<file path="config.mk">
export PLATFORM = sky130hd
export DESIGN_NAME = apb_timer_arb
export DESIGN_NICKNAME = d
export VERILOG_FILES = /design/src/rtl/apb_timer_arb_pkg.sv /design/src/rtl/apb_timer_arb_rr_arb2.sv /design/src/rtl/apb_timer_arb.sv
export SDC_FILE = /design/constraint.sdc
export NUM_CORES = 1
export LEC_CHECK = 0
export CAP_MARGIN = 30
export CORE_MARGIN = 3
export CORE_UTILIZATION = 42
export CTS_CLUSTER_DIAMETER = 120
export DETAILED_ROUTE_END_ITERATION = 10
export GPL_TIMING_DRIVEN = 0
export PLACE_DENSITY = 0.92
export SLEW_MARGIN = 0
export SYNTH_ARGS = -nofsm -noshare
export SYNTH_HDL_FRONTEND = slang
export SYNTH_HIERARCHICAL = 1
export SYNTH_SLANG_ARGS = --single-unit
</file>
<file path="constraint.sdc">
create_clock -name pclk -period 3.25 [get_ports pclk]
set_clock_uncertainty 0.15 [all_clocks]
set_input_delay 0.4875 -clock pclk [delete_from_list [all_inputs] [get_ports pclk]]
set_output_delay 0.4875 -clock pclk [all_outputs]
set_load 0.02 [all_outputs]
</file>
<file path="src/rtl/apb_timer_arb_pkg.sv">
`default_nettype none
// ============================================================================
// Module  : apb_timer_arb_pkg
// Brief   : Shared types and default sizes for the two-port APB timer arbiter
// Revision: 1.0 - initial release
// ============================================================================
package apb_timer_arb_pkg;

  localparam int C_ADDR_W         = 10;
  localparam int C_TIMEOUT_CYCLES = 16;

  typedef enum logic [1:0] {
    ST_IDLE   = 2'd0,
    ST_SETUP  = 2'd1,
    ST_ACCESS = 2'd2,
    ST_RESP   = 2'd3
  } state_t;

endpackage
`default_nettype wire

</file>
<file path="src/rtl/apb_timer_arb_rr_arb2.sv">
`default_nettype none
// ============================================================================
// Module  : rr_arb2
// Brief   : Two-way round-robin grant; last-grant register advances on accept
// Revision: 1.0 - initial release
// ============================================================================
module rr_arb2 (
  input  logic       pclk,
  input  logic       presetn,
  input  logic [1:0] req,
  input  logic       update,
  output logic [1:0] gnt
);

  // 1 means requester 1 was granted last, so requester 0 wins the next tie
  logic r_last;

  // One-hot grant: a lone requester always wins, a tie goes to the other one
  always_comb begin
    gnt = 2'b00;
    unique case (req)
      2'b01:   gnt = 2'b01;
      2'b10:   gnt = 2'b10;
      2'b11:   gnt = r_last ? 2'b01 : 2'b10;
      default: gnt = 2'b00;
    endcase
  end

  // Remember who was granted whenever the grant is actually taken
  always_ff @(posedge pclk or negedge presetn) begin
    if (!presetn) begin
      r_last <= 1'b1;
    end else if (update && (req != 2'b00)) begin
      r_last <= gnt[1];
    end
  end

endmodule
`default_nettype wire

</file>
<file path="src/rtl/apb_timer_arb.sv">
`default_nettype none
// ============================================================================
// Module  : apb_timer_arb
// Brief   : Arbitrates two requesters onto one APB master port with timeout
// Revision: 1.0 - initial release
// ============================================================================
module apb_timer_arb
  import apb_timer_arb_pkg::*;
#(
  parameter int TIMEOUT_CYCLES = C_TIMEOUT_CYCLES,
  parameter int ADDR_W         = C_ADDR_W
) (
  input  logic              pclk,
  input  logic              presetn,
  input  logic              req0_valid,
  output logic              req0_ready,
  input  logic              req0_write,
  input  logic [ADDR_W-1:0] req0_addr,
  input  logic [31:0]       req0_wdata,
  output logic              rsp0_valid,
  output logic [31:0]       rsp0_rdata,
  output logic              rsp0_err,
  input  logic              req1_valid,
  output logic              req1_ready,
  input  logic              req1_write,
  input  logic [ADDR_W-1:0] req1_addr,
  input  logic [31:0]       req1_wdata,
  output logic              rsp1_valid,
  output logic [31:0]       rsp1_rdata,
  output logic              rsp1_err,
  output logic              psel,
  output logic              penable,
  output logic              pwrite,
  output logic [ADDR_W-1:0] paddr,
  output logic [31:0]       pwdata,
  input  logic [31:0]       prdata,
  input  logic              pready,
  input  logic              pslverr
);

  localparam logic [7:0] c_tmo_last = 8'(TIMEOUT_CYCLES - 1);

  state_t            r_state;
  state_t            w_next;
  logic              r_write;
  logic [ADDR_W-1:0] r_addr;
  logic [31:0]       r_wdata;
  logic              r_gid;
  logic [31:0]       r_rdata;
  logic              r_err;
  logic [7:0]        r_cnt;
  logic [1:0]        w_gnt;
  logic              w_accept;
  logic              w_tmo;

  // A grant is only taken while idle and out of reset
  assign w_accept = presetn && (r_state == ST_IDLE) && (req0_valid || req1_valid);
  assign w_tmo    = (r_cnt == c_tmo_last);

  rr_arb2 u_arb (
    .pclk    (pclk),
    .presetn (presetn),
    .req     ({req1_valid, req0_valid}),
    .update  (w_accept),
    .gnt     (w_gnt)
  );

  // State register
  always_ff @(posedge pclk or negedge presetn) begin
    if (!presetn) begin
      r_state <= ST_IDLE;
    end else begin
      r_state <= w_next;
    end
  end

  // Next-state and APB phase strobes; pready beats the timeout on a tie
  always_comb begin
    w_next  = r_state;
    psel    = 1'b0;
    penable = 1'b0;
    unique case (r_state)
      ST_IDLE: begin
        if (w_accept) w_next = ST_SETUP;
      end
      ST_SETUP: begin
        psel   = 1'b1;
        w_next = ST_ACCESS;
      end
      ST_ACCESS: begin
        psel    = 1'b1;
        penable = 1'b1;
        if (pready || w_tmo) w_next = ST_RESP;
      end
      ST_RESP: begin
        w_next = ST_IDLE;
      end
      default: w_next = ST_IDLE;
    endcase
  end

  // Capture the granted request, count wait states and latch the response
  always_ff @(posedge pclk or negedge presetn) begin
    if (!presetn) begin
      r_write <= 1'b0;
      r_addr  <= '0;
      r_wdata <= '0;
      r_gid   <= 1'b0;
      r_rdata <= '0;
      r_err   <= 1'b0;
      r_cnt   <= '0;
    end else begin
      unique case (r_state)
        ST_IDLE: begin
          if (w_accept) begin
            r_write <= w_gnt[1] ? req1_write : req0_write;
            r_addr  <= w_gnt[1] ? req1_addr  : req0_addr;
            r_wdata <= w_gnt[1] ? req1_wdata : req0_wdata;
            r_gid   <= w_gnt[1];
            r_cnt   <= '0;
          end
        end
        ST_ACCESS: begin
          if (pready) begin
            r_rdata <= (r_write || pslverr) ? 32'd0 : prdata;
            r_err   <= pslverr;
          end else if (w_tmo) begin
            r_rdata <= 32'd0;
            r_err   <= 1'b1;
          end else begin
            r_cnt <= r_cnt + 8'd1;
          end
        end
        default: ;
      endcase
    end
  end

  assign req0_ready = w_accept && w_gnt[0];
  assign req1_ready = w_accept && w_gnt[1];

  assign rsp0_valid = (r_state == ST_RESP) && !r_gid;
  assign rsp1_valid = (r_state == ST_RESP) &&  r_gid;
  assign rsp0_rdata = rsp0_valid ? r_rdata : 32'd0;
  assign rsp1_rdata = rsp1_valid ? r_rdata : 32'd0;
  assign rsp0_err   = rsp0_valid && r_err;
  assign rsp1_err   = rsp1_valid && r_err;

  // Address/control/data come straight from the capture registers so they
  // stay put between transfers
  assign paddr  = r_addr;
  assign pwrite = r_write;
  assign pwdata = r_wdata;

endmodule
`default_nettype wire
</file>
Word-level counts from Yosys, hierarchy flattened. Index checks and enable logic that the tools add are counted.

Reductions and logical operators: 22. Add/sub/neg operators: 1. Multiplexer cells: 21. Eq/ne operators: 11.

Operator list (number): $mux 32 (6); $mux 8 (3); $pmux 8 s2 (1); $mux 10 (1); $logic_and 1x1->1 (9); $add 8x1->8 const B (1); $eq 2x2->1 const B (4); $eq 8x4->1 const B (1); $pmux 2 s4 (1); $mux 2 (3); $ne 2x2->1 const B (3); $pmux 2 s3 (1); $reduce_and 2->1 (3); $reduce_bool 2->1 (3); $mux 1 (5); $eq 2x1->1 const B (2); $reduce_and 4->1 (1); $logic_or 1x1->1 (3); $logic_not 2->1 (1); $ne 2x1->1 const B (1); $reduce_or 2->1 (1); $logic_not 1->1 (1).

Input bits: 124. Output and inout bits: 115. Flip-flop bits (word level): 88.

Depth between registers and ports, before layout. Gate-level depths: netlist of the first run.

Depth in word-level cells: 5. Gate-level depth with buffers: 9. Mapped depth without buffers: 6.

Cells and area by module. Netlist of the first run, hierarchy kept.

Modules (own cells, without submodules): apb_timer_arb (area an instance 4291.6 um^2, cells each 419, times used 1); rr_arb2 (area an instance 56.3 um^2, cells each 6, times used 1).

Least setup slack after synthesis of the first run. OpenSTA, ideal clock, no wires.

Kind: reg-to-output. Start point: register r_state[1]. End point: output rsp0_rdata[22]. Stages on the path, launching flop included: 5. Arrival: 1.525 ns. Data required time: 2.612 ns. Setup slack: 1.088 ns. Cells stage by stage: dfrtp_1 -> ha_1 -> nor2b_1 -> clkbuf_1 -> and2_1.

Word-level cells in the longest chain between the ends: 3.

Ends and longest elaborated chain: start, declared (line apb_timer_arb.sv:43) `state_t r_state;`; start signal, assigned (line apb_timer_arb.sv:73) `r_state <= w_next;`; $eq 2x2->1 (line apb_timer_arb.sv:142) `assign rsp0_valid = (r_state == ST_RESP) && !r_gid;`; $logic_and 1x1->1 (line apb_timer_arb.sv:142); net rsp0_valid (line apb_timer_arb.sv:20) `output logic rsp0_valid,`; $mux 32 (line apb_timer_arb.sv:144) `assign rsp0_rdata = rsp0_valid ? r_rdata : 32'd0;`; end, declared (line apb_timer_arb.sv:21) `output logic [31:0] rsp0_rdata,`.

The timed path passes the listed nets, and every way through them passes these cells.

Final worst setup path of the first run.
Start point: input req1_valid. End point: output req1_ready.

Word-level cells in the longest chain between the ends: 3.

Ends and longest elaborated chain: start, declared (line apb_timer_arb.sv:23) `input logic req1_valid,`; $eq 2x2->1 or $eq 2x1->1 (tied branches) (line apb_timer_arb_rr_arb2.sv:21) `unique case (req)`; $pmux 2 s3 * (line apb_timer_arb_rr_arb2.sv:21); net w_gnt[1] (line apb_timer_arb.sv:52) `logic [1:0] w_gnt;`; $logic_and 1x1->1 * (line apb_timer_arb.sv:140) `assign req1_ready = w_accept && w_gnt[1];`; end, declared (line apb_timer_arb.sv:24) `output logic req1_ready,`.

The timed path passes the listed nets; every way through them passes the cells marked *.

==> out/summary.json, run 1 <==
{
  "clkSinkCount": 88,
  "dp_worst_setup_slack_ns": -0.122,
  "port_buffers": 238,
  "worst_ep_required_time_ns": 2.61,
  "maxClockFrequency_mhz": 315,
  "synthesis.nets": 553,
  "synth_largest_area_cell": "sky130_fd_sc_hd__dfrtp_1",
  "ff_latch_area_um2": 2200,
  "detailedRoute.firstPassIterationCount": 5,
  "report.final.hold_viol_count": 0,
  "critPathCaptureType": "output pin",
  "final_core_area_utilization_pct": 72.7,
  "layout.nets": 804,
  "antenna_cells_inserted": 0,
  "setup.worst_path.start_class": "input port",
  "grtUsageTotal_pct": 25.0,
  "criticalPathCategory": "in -> out",
  "worst_slack_ns": 0.0708,
  "slew-limit-headroom_pct": 47.8,
  "finalWirelength_um": 14400,
  "ioPinCount": 239,
  "r2r_setup_slack_ns": 0.74,
  "route.vias.total": 4354,
  "cts-buffers-inserted": 9,
  "num-fill-cells": 672,
  "syn_area_um2": 4350,
  "worst_setup_hold_path_clk_slew_ns": 0.09,
  "design_power_total_mw": 5.42,
  "power.ir.vdd_worst_mv": 0.352,
  "final.min_clock_period_ns": 3.18,
  "start_util_pct": 43.9,
  "area_growth_pct": 65.6,
  "core_area_um2": 9910,
  "grt_antenna_before_repair": 0,
  "synth_seq_area_share_pct": 50.7,
  "clock_latency_ns": 0.34,
  "detailed_place_hpwl_um": 11400,
  "power_density_over_the_cells_nw_per_um2": 753,
  "max-cap-violations": 0,
  "via_per_inst": 5.35,
  "rsz_0062_raised_after_global_routing": "yes",
  "clockRootBuffer": "sky130_fd_sc_hd__clkbuf_8",
  "drt.antenna.violating_nets": 0,
  "placementRows": 36,
  "layout-drive-gt1-share_pct": 5.58,
  "synth.ff_latch_count": 88,
  "cts_buffer_depth": 2,
  "worst-slew-pin-transition_ns": 0.780,
  "critical_path.max_fanout": 8,
  "arrival_ns": 2.54,
  "grt_remaining_overflow": 0,
  "synthDistinctLibCells": 36,
  "outcome": "complete, no violations",
  "height_of_the_die_um": 108,
  "synth.avg_cell_area_um2": 10.2,
  "route.detailed.wl_per_inst_um": 17.7,
  "final-max-slew-violation-count": 0,
  "first_iter_violations": 198,
  "synth_top_area_share_pct": 50.1,
  "multi_input_comb_area_um2": 1990,
  "drc_errors": 0,
  "yosys_warnings": 6,
  "die_footprint_um2": 11600,
  "netlist_instances": 425,
  "grt_pass1_vias": 4486,
  "synth.area.top_cells": "sky130_fd_sc_hd__dfrtp_1, sky130_fd_sc_hd__mux2i_1, sky130_fd_sc_hd__a22o_1",
  "post-route-period-util_pct": 97.8,
  "grt_pass1_wl_um": 22900,
  "maximum_number_of_pins_on_one_net_before_global_route_repair": 50,
  "htreeDepth": 3,
  "routabilityCongestion": 0.815,
  "worstHoldPathType": "reg -> reg",
  "die_width_um": 108,
  "setup-violations-final": 0,
  "tritoncts_clock_tree": "done",
  "leakage_nw": 3.25
}
-- worst max-delay path, cell delays in order --
cell	delay, ns
sky130_fd_sc_hd__clkdlybuf4s50_1	0.53
sky130_fd_sc_hd__a21boi_0	0.19
sky130_fd_sc_hd__clkbuf_1	0.39
sky130_fd_sc_hd__and3_1	0.32
sky130_fd_sc_hd__clkdlybuf4s50_1	0.63
-- metrics by stage --
step | cells | TNS (ns) | cell area, um^2 | hold WS [ns]
6_report | 814 | 0 | 7200 | 0.333
2_1_floorplan | 425 | 0 | 4350 | 0.0419
3_3_place_gp | 796 | -294.41 | 6900 | 0.312
3_5_place_dp | 797 | -0.145 | 6920 | 0.319
4_1_cts | 814 | 0 | 7190 | 0.339
5_1_grt | 814 | -0.0265 | 7200 | 0.356
-- final timing paths --
kind,from,to,cells past startpoint
max in group asynchronous,presetn,pwdata[11],3
setup reg to reg,r_state[0],u_arb/r_last,9
hold reg to reg,paddr[2],paddr[2],2
min in group asynchronous,presetn,u_arb/r_last,2
hold / removal,paddr[2],paddr[2],2
setup / recovery,req1_valid,req1_ready,5
-- state kept, by name, indices dropped and copies added, names as in the netlist --
| register | cells |
|---|---|
| r_err | 1 |
| u_arb/r_last | 1 |
| pwrite | 1 |
| r_state | 2 |
| r_cnt | 8 |
| pwdata | 32 |
| paddr | 10 |
| r_rdata | 32 |
| r_gid | 1 |
-- Yosys cell counts --
library cell,n
sky130_fd_sc_hd__nor4_4,1
sky130_fd_sc_hd__a31oi_1,7
sky130_fd_sc_hd__a22oi_2,1
sky130_fd_sc_hd__dfrtp_1,87
sky130_fd_sc_hd__nand3b_1,2
sky130_fd_sc_hd__inv_1,5
sky130_fd_sc_hd__nand2b_1,2
sky130_fd_sc_hd__nor3_1,3
sky130_fd_sc_hd__nor2_1,5
sky130_fd_sc_hd__dfstp_2,1
sky130_fd_sc_hd__clkbuf_1,25
sky130_fd_sc_hd__a2111oi_0,1
sky130_fd_sc_hd__o21ai_0,46
sky130_fd_sc_hd__nor2b_1,2
sky130_fd_sc_hd__nand4b_1,1
sky130_fd_sc_hd__a21boi_0,2
sky130_fd_sc_hd__o22a_1,1
sky130_fd_sc_hd__o211ai_1,2
sky130_fd_sc_hd__nand3_1,3
sky130_fd_sc_hd__o21a_1,1
sky130_fd_sc_hd__a22o_1,33
sky130_fd_sc_hd__mux2_1,1
sky130_fd_sc_hd__buf_2,10
sky130_fd_sc_hd__a21o_1,3
sky130_fd_sc_hd__a21boi_2,1
sky130_fd_sc_hd__and2_1,34
sky130_fd_sc_hd__a41oi_1,1
sky130_fd_sc_hd__a21oi_1,4
sky130_fd_sc_hd__a21boi_1,2
sky130_fd_sc_hd__and3_1,35
sky130_fd_sc_hd__ha_1,4
sky130_fd_sc_hd__a32oi_1,1
sky130_fd_sc_hd__nand2_1,52
sky130_fd_sc_hd__and4_1,2
sky130_fd_sc_hd__a41o_1,1
sky130_fd_sc_hd__mux2i_1,43
-- timing repair --
| action | CTS | global route |
|---|---|---|
| gates cloned | 0 | 0 |
| setup buffers | 0 | 0 |
| gates resized for setup | 3 | 6 |
| endpoints found under the setup margin | 22 | 24 |
| endpoints found under the hold margin | 38 | 0 |
| hold buffers | 2 | 0 |
-- power by group --
group,internal (mW),switching [mW]
registers,1.56,0.338
logic,1.23,1.40
clock network,0.506,0.385
-- placed cells by master (no fill, tap or decap), types with 7 or more instances in the layout --
cell,instances
sky130_fd_sc_hd__clkdlybuf4s50_1,237
sky130_fd_sc_hd__clkbuf_8,9
sky130_fd_sc_hd__nand2_1,51
sky130_fd_sc_hd__clkbuf_1,21
sky130_fd_sc_hd__a22o_1,33
sky130_fd_sc_hd__buf_2,10
sky130_fd_sc_hd__and2_1,34
sky130_fd_sc_hd__and3_1,35
sky130_fd_sc_hd__mux2i_1,43
sky130_fd_sc_hd__o21ai_0,46
sky130_fd_sc_hd__dfrtp_1,87
sky130_fd_sc_hd__a31oi_1,7
-- area by class of cell --
| class | instances | area share (%) |
|---|---|---|
| tap | 133 | 2.31 |
| multi-input combinational | 297 | 27.7 |
| buffer | 34 | 2.00 |
| clock inverter | 7 | 1.53 |
| timing repair buffer | 241 | 33.9 |
| clock buffer | 9 | 1.72 |
| inverter | 5 | 0.261 |
| sequential | 88 | 30.6 |
-- per-layer routing --
metal	vias up	routed length (um)	GRT usage [%]	part of all wire [%]
met2	246	7090	43.4	49
met1	2062	5560	29.7	39
met5	-	0	0	0
met4	0	307	8.03	2.1
li1	2015	-	-	-
met3	31	1430	7.26	9.9
-- logic make-up after synthesis --
family / synth area share [%]
mux: 10.2
fa+ha+maj: 1.15
simple gates: 17.6
flops: 50.7
buf+inv: 3.74
compound gates: 16.7
No activity file was read; power rests on OpenSTA's default activity.
==> run 2, diff against run 1 <==
Settings changed: CORE_MARGIN 3 to 2.
==> out/summary.json, run 2 (synthesis gave the netlist of run 1 again) <==
{
  "outcome": "complete, no violations",
  "first_iter_violations": {"value": 167, "change": "-16%"},
  "antenna_cells_inserted": {"value": 0, "change": "unchanged"},
  "finalWirelength": {"value": 13900, "unit": "um", "change": "-3.6%"},
  "worstHoldPathType": "in -> async",
  "report.final.hold_viol_count": {"value": 0, "change": "unchanged"},
  "topRoutingLayerUsed": "met4",
  "drt.antenna.violating_nets": {"value": 0, "change": "unchanged"},
  "start_util": {"value": 42.7, "unit": "%", "change": "-1.2 points"},
  "drc_errors": {"value": 0, "change": "unchanged"},
  "clock_latency": {"value": 0.36, "unit": "ns", "change": "+0.02 ns"},
  "worst-slew-pin-transition": {"value": 0.748, "unit": "ns", "change": "-0.0321 ns"},
  "criticalPathCategory": "in -> out",
  "detailedRoute.firstPassIterationCount": {"value": 4, "change": "-1"},
  "routabilityCongestion": {"value": 0.867, "change": "+6.4%"},
  "met3_wire_len": {"value": 1180, "unit": "um", "change": "-17%"},
  "critical_path.max_fanout": {"value": 8, "change": "unchanged"},
  "detailed_place_hpwl": {"value": 10800, "unit": "um", "change": "-5.2%"},
  "final_core_area_utilization": {"value": 70.6, "unit": "%", "change": "-2.1 points"},
  "clkSinkCount": {"value": 88, "change": "unchanged"},
  "final.min_clock_period": {"value": 3.05, "unit": "ns", "change": "-0.125 ns"},
  "power.ir.vdd_worst": {"value": 0.378, "unit": "mV", "change": "+7.4%"},
  "rsz_0062_raised_after_global_routing": "no",
  "power_density_over_the_cells": {"value": 723, "unit": "nW/um^2", "change": "-4.0%"},
  "slew-limit-headroom": {"value": 49.9, "unit": "%", "change": "+2.2 points"},
  "ff2ff_path_depth": {"value": 9, "change": "unchanged"},
  "worst_ep_required_time": {"value": 2.61, "unit": "ns", "change": "about the same"},
  "placementRows": {"value": 37, "change": "+2.8%"},
  "height_of_the_die": {"value": 106, "unit": "um", "change": "-1.9%"},
  "mostFrequentLayoutCells": "sky130_fd_sc_hd__clkdlybuf4s50_1, sky130_fd_sc_hd__dfrtp_1, sky130_fd_sc_hd__nand2_1",
  "area_growth_pct": 65.3,
  "grt_pass1_vias": {"value": 4229, "change": "-5.7%"},
  "worstReg2RegEnd": "u_arb/r_last",
  "max-cap-violations": {"value": 0, "change": "unchanged"},
  "fin_setup_tns": {"value": 0, "unit": "ns", "change": "unchanged"},
  "num-fill-cells": {"value": 723, "change": "+7.6%"},
  "cts-buffers-inserted": {"value": 9, "change": "unchanged"},
  "worst_slack": {"value": 0.196, "unit": "ns", "change": "+0.125 ns"},
  "route.vias.total": {"value": 4232, "change": "-2.8%"},
  "detail_route.wirelength.met1": {"value": 5390, "unit": "um", "change": "-3.2%"},
  "detailroute.wirelength.met2": {"value": 6980, "unit": "um", "change": "-1.6%"},
  "cts_buffer_depth": {"value": 2, "change": "unchanged"},
  "layout-drive-gt1-share": {"value": 5.29, "unit": "%", "change": "-0.29 points"},
  "placed_cells_incl_taps": {"value": 800, "change": "+0.38%"},
  "ioPinCount": {"value": 239, "change": "unchanged"},
  "route.detailed.wl_per_inst": {"value": 17.0, "unit": "um", "change": "-4.0%"},
  "grt_remaining_overflow": {"value": 0, "change": "unchanged"},
  "dp_worst_setup_slack": {"value": -0.310, "unit": "ns", "change": "-0.188 ns"},
  "maxClockFrequency": {"value": 327, "unit": "MHz", "change": "+4.1%"},
  "layout.nets": {"value": 806, "change": "+0.25%"},
  "die_footprint": {"value": 11200, "unit": "um^2", "change": "-3.7%"},
  "core_area": {"value": 10200, "unit": "um^2", "change": "+2.8%"},
  "regToRegStartpoint": "r_state[0]",
  "cp-endpoint": "req1_ready",
  "leakage": {"value": 3.24, "unit": "nW", "change": "-0.45%"},
  "r2r_setup_slack": {"value": 0.78, "unit": "ns", "change": "+0.04 ns"},
  "port_buffers": {"value": 238, "change": "unchanged"},
  "final_common_cell": "sky130_fd_sc_hd__clkdlybuf4s50_1",
  "post-route-period-util": {"value": 94.0, "unit": "%", "change": "-3.8 points"},
  "arrival": {"value": 2.42, "unit": "ns", "change": "-0.12 ns"},
  "critPathCaptureType": "output pin",
  "grt_antenna_before_repair": {"value": 0, "change": "unchanged"},
  "setup.worst_path.start_class": "input port",
  "clockRootBuffer": "sky130_fd_sc_hd__clkbuf_8",
  "setup-violations-final": {"value": 0, "change": "unchanged"},
  "grtUsageTotal": {"value": 25.1, "unit": "%", "change": "+0.12 points"},
  "maximum_number_of_pins_on_one_net_before_global_route_repair": {"value": 48, "change": "-4.0%"},
  "htreeDepth": {"value": 3, "change": "unchanged"},
  "tritoncts_clock_tree": "done",
  "die_width": {"value": 106, "unit": "um", "change": "-1.9%"},
  "stdcell_count": {"value": 817, "change": "+0.37%"},
  "worst_setup_hold_path_clk_slew": {"value": 0.07, "unit": "ns", "change": "-0.02 ns"},
  "worst_setup_path_startpoint": "req1_valid",
  "grt_pass1_wl": {"value": 21800, "unit": "um", "change": "-4.7%"},
  "via_per_inst": {"value": 5.18, "change": "-3.2%"},
  "final-max-slew-violation-count": {"value": 0, "change": "unchanged"}
}
==> run 2: cell types whose count changed in the layout (fill, tap and decap cells not counted), moves of 2 or more <==
cell,delta
sky130_fd_sc_hd__clkbuf_1,+2
sky130_fd_sc_hd__clkbuf_8,+3
sky130_fd_sc_hd__clkinv_2,-4
sky130_fd_sc_hd__bufinv_16,-3
==> run 2: layout make-up <==
| cell class | instances | area, um^2 | share of cell area (%) |
|---|---|---|---|
| buffer | 34 | 144 | 2.00 |
| sequential | 88 | 2200 | 30.7 |
| clock buffer | 14 | 173 | 2.40 |
| inverter | 5 | 18.8 | 0.261 |
| tap | 136 | 170 | 2.37 |
| timing repair buffer | 243 | 2490 | 34.7 |
| multi-input combinational | 297 | 1990 | 27.6 |
==> run 2: critical path: stages <==
cell                              delay (ns)
sky130_fd_sc_hd__clkdlybuf4s50_1        0.55
sky130_fd_sc_hd__a21boi_0               0.20
sky130_fd_sc_hd__clkbuf_2               0.28
sky130_fd_sc_hd__and3_1                 0.27
sky130_fd_sc_hd__clkdlybuf4s50_1        0.63
==> run 2: worst min path at each step <==
stage | endpoint | slack (ns) | cells after the start
after floorplan | paddr[0] | 0.04 | 0
after global placement | pwdata[30] | 0.31 | 2
after detailed placement | pwdata[8] | 0.32 | 2
after CTS | u_arb/r_last | 0.003 | 2
after global routing | u_arb/r_last | 0.007 | 2
final | u_arb/r_last | 0.03 | 2
==> run 2: routing by layer <==
layer	track usage [%]	up-vias
met1	29.5	1990
met4	9.21	0
li1	-	2011
met3	7.05	25
met2	43.8	206
met5	0	-
==> run 2: per-stage QoR <==
stage               power [mW]  cell area (um^2)  hold WS, ns
finish                    5.20              7190       0.0271
global route              5.53              7190      0.00674
CTS                       5.22              7180      0.00328
detailed placement        4.50              6930        0.320
global placement          4.40              6900        0.313
floorplan                 3.22              4350       0.0419
==> run 2: repair_timing <==
action,in CTS,in global routing
setup endpoints to repair,11,15
endpoints found under the hold margin,40,0
pin swaps,0,0
gates resized for setup,5,4
buffers inserted,0,0
hold buffers,4,0
==> run 2: power breakdown <==
group | total, mW | internal (mW) | switching, mW
sequential | 1.89 | 1.56 | 0.328
combinational | 2.61 | 1.24 | 1.37
clock | 0.697 | 0.334 | 0.364
==> run 3, diff against run 2 <==
Settings changed: PLACE_DENSITY 0.92 to 0.86.
==> out/summary.json, run 3 (synthesis gave the netlist of run 1 again) <==
{
  "outcome": "complete, no violations",
  "height_of_the_die": {"value": 106, "unit": "um", "change": "unchanged"},
  "antenna_cells_inserted": {"value": 0, "change": "unchanged"},
  "tritoncts_clock_tree": "done",
  "detailed_place_hpwl": {"value": 11100, "unit": "um", "change": "+2.7%"},
  "ioPinCount": {"value": 239, "change": "unchanged"},
  "layout-drive-gt1-share": {"value": 5.57, "unit": "%", "change": "+0.29 points"},
  "worst_slack": {"value": 0.203, "unit": "ns", "change": "+0.00712 ns"},
  "arrival": {"value": 2.41, "unit": "ns", "change": "about the same"},
  "final_common_cell": "sky130_fd_sc_hd__clkdlybuf4s50_1",
  "placementRows": {"value": 37, "change": "unchanged"},
  "power_density_over_the_cells": {"value": 730, "unit": "nW/um^2", "change": "+0.96%"},
  "setup-violations-final": {"value": 0, "change": "unchanged"},
  "slew-limit-headroom": {"value": 56.0, "unit": "%", "change": "+6.1 points"},
  "leakage": {"value": 3.24, "unit": "nW", "change": "+0.17%"},
  "grt_pass1_wl": {"value": 22700, "unit": "um", "change": "+3.9%"},
  "cpLargestDelayFamily": "buffers and inverters",
  "report.final.hold_viol_count": {"value": 0, "change": "unchanged"},
  "sequentialPowerShare": {"value": 36.0, "unit": "%", "change": "-0.3 points"},
  "design_power_total": {"value": 5.24, "unit": "mW", "change": "+0.89%"},
  "max_stage_delay": {"value": 0.60, "unit": "ns", "change": "-0.03 ns"},
  "htreeDepth": {"value": 3, "change": "unchanged"},
  "area_growth": {"value": 65.2, "unit": "%", "change": "about the same"},
  "fin_hold_ws": {"value": 0.00627, "unit": "ns", "change": "-0.0209 ns"},
  "worstPathCellList": "ha_1 > nor2b_2 > clkbuf_2 > and2_1 > clkdlybuf4s50_1",
  "worstPathBufferInverterCount": {"value": 2, "change": "-1"},
  "die_footprint": {"value": 11200, "unit": "um^2", "change": "unchanged"},
  "worst_ep_required_time": {"value": 2.61, "unit": "ns", "change": "about the same"},
  "worst_setup_hold_path_clk_slew": {"value": 0.09, "unit": "ns", "change": "+0.02 ns"},
  "grtUsageTotal": {"value": 25.9, "unit": "%", "change": "+0.77 points"},
  "layout.nets": {"value": 805, "change": "-0.12%"},
  "via_per_inst": {"value": 5.27, "change": "+1.6%"},
  "start_util": {"value": 42.7, "unit": "%", "change": "unchanged"},
  "criticalPathCategory": "reg -> out",
  "port_buffers": {"value": 238, "change": "unchanged"},
  "grt_antenna_before_repair": {"value": 0, "change": "unchanged"},
  "drc_errors": {"value": 0, "change": "unchanged"},
  "rsz_0062_raised_after_global_routing": "no",
  "die_width": {"value": 106, "unit": "um", "change": "unchanged"},
  "fin_setup_tns": {"value": 0, "unit": "ns", "change": "unchanged"},
  "final.min_clock_period": {"value": 3.05, "unit": "ns", "change": "-0.00712 ns"},
  "finalWirelength": {"value": 14300, "unit": "um", "change": "+3.2%"},
  "max-cap-violations": {"value": 0, "change": "unchanged"},
  "finalInstanceArea": {"value": 7180, "unit": "um^2", "change": "about the same"},
  "clkSinkCount": {"value": 88, "change": "unchanged"},
  "grt_remaining_overflow": {"value": 0, "change": "unchanged"},
  "swShare": {"value": 40.0, "unit": "%", "change": "+0.22 points"},
  "regToRegStartpoint": "r_state[0]",
  "route.detailed.wl_per_inst": {"value": 17.5, "unit": "um", "change": "+3.1%"},
  "grt_pass1_vias": {"value": 4364, "change": "+3.2%"},
  "worst-slew-pin-transition": {"value": 0.657, "unit": "ns", "change": "-0.0905 ns"},
  "comb_power_share": {"value": 50.0, "unit": "%", "change": "-0.3 points"},
  "critPathCaptureType": "output pin",
  "final-max-slew-violation-count": {"value": 0, "change": "unchanged"},
  "clockRootBuffer": "sky130_fd_sc_hd__clkbuf_8",
  "critical_path.max_fanout": {"value": 10, "change": "+2"},
  "setup.worst_path.start_class": "flop",
  "core_area": {"value": 10200, "unit": "um^2", "change": "unchanged"},
  "route.vias.total": {"value": 4307, "change": "+1.8%"},
  "post-route-period-util": {"value": 93.8, "unit": "%", "change": "-0.22 points"},
  "worstHoldPathType": "in -> async",
  "cts_buffer_depth": {"value": 2, "change": "unchanged"},
  "p_int": {"value": 3.15, "unit": "mW", "change": "+0.52%"},
  "power.ir.vdd_worst": {"value": 0.449, "unit": "mV", "change": "+19%"},
  "maxClockFrequency": {"value": 328, "unit": "MHz", "change": "+0.23%"},
  "drt.antenna.violating_nets": {"value": 0, "change": "unchanged"},
  "worst_setup_path_startpoint": "r_state[1]",
  "clock_power_share": {"value": 13.9, "unit": "%", "change": "+0.5 points"},
  "first_iter_violations": {"value": 181, "change": "+8.4%"},
  "routabilityCongestion": {"value": 0.842, "change": "-2.9%"},
  "mostFrequentLayoutCells": "sky130_fd_sc_hd__clkdlybuf4s50_1, sky130_fd_sc_hd__dfrtp_1, sky130_fd_sc_hd__nand2_1",
  "cts-buffers-inserted": {"value": 9, "change": "unchanged"},
  "post_place_cell_area": {"value": 6930, "unit": "um^2", "change": "unchanged"},
  "dp_worst_setup_slack": {"value": -0.357, "unit": "ns", "change": "-0.0477 ns"},
  "clock_latency": {"value": 0.35, "unit": "ns", "change": "about the same"},
  "maximum_number_of_pins_on_one_net_before_global_route_repair": {"value": 50, "change": "+4.2%"},
  "netSwitchingPower": {"value": 2.10, "unit": "mW", "change": "+1.4%"},
  "critPathSlowestCell": "sky130_fd_sc_hd__clkdlybuf4s50_1",
  "detailedRoute.firstPassIterationCount": {"value": 5, "change": "+1"}
}
[run 3: cell types whose count changed in the layout (fill, tap and decap cells not counted), sizes merged]
cell,previous run,this run
clkinv,0,3
bufinv,0,1
clkbuf,38,36
dlygate4sd3,1,0
[run 3: layer usage]
metal | vias up | routed length, um | track usage, %
li1 | 2016 | - | -
met2 | 182 | 7360 | 45.2
met3 | 20 | 1230 | 8.66
met5 | - | 0 | 0
met4 | 0 | 233 | 8.36
met1 | 2089 | 5490 | 29.9
[run 3: layout make-up]
| cell class | instances | area [um^2] |
|---|---|---|
| Clock inverter | 4 | 45.0 |
| Clock buffer | 12 | 135 |
| Buffer | 34 | 145 |
| Tap cell | 136 | 170 |
| Multi-Input combinational cell | 297 | 1990 |
| Fill cell | 741 | 3000 |
| Inverter | 5 | 18.8 |
| Sequential cell | 88 | 2200 |
| Timing Repair Buffer | 242 | 2480 |
[run 3: path summary, 6_finish.rpt]
| check | to | slack, ns | cells past startpoint |
|---|---|---|---|
| worst max-delay path | rsp0_rdata[12] | 0.20 | 5 |
| min in group pclk | paddr[1] | 0.34 | 2 |
| worst min-delay path | pwdata[22] | 0.006 | 3 |
| worst max register to register | u_arb/r_last | 0.85 | 9 |
| worst min register to register | paddr[1] | 0.34 | 2 |
| max in group asynchronous | r_rdata[27] | 2.66 | 3 |
[run 3: metrics by stage]
stage | util (%) | std cells
detailed placement | 68.0 | 800
global route | 70.5 | 818
global placement | 67.8 | 799
floorplan | - | 425
finish | 70.5 | 818
CTS | 70.5 | 818
[run 3: timing repair]
item	in CTS	in global routing
endpoints found under the hold margin	38	0
hold buffers	3	0
setup endpoints to repair	7	31
resized for setup	3	8
setup buffers	0	0
[run 3: power groups by stage]
stage | Sequential, mW | Combinational, mW | Clock, mW
floorplan | 2.11 | 1.11 | 0
global placement | 1.86 | 2.52 | 0
detailed placement | 1.90 | 2.61 | 0
CTS | 1.88 | 2.63 | 0.742
global route | 1.95 | 2.83 | 0.786
finish | 1.89 | 2.62 | 0.730
[run 3: worst min-delay path, cell delays in order]
cell	delay [ns]
sky130_fd_sc_hd__buf_6	0.10
sky130_fd_sc_hd__buf_12	0.09
sky130_fd_sc_hd__buf_12	0.20
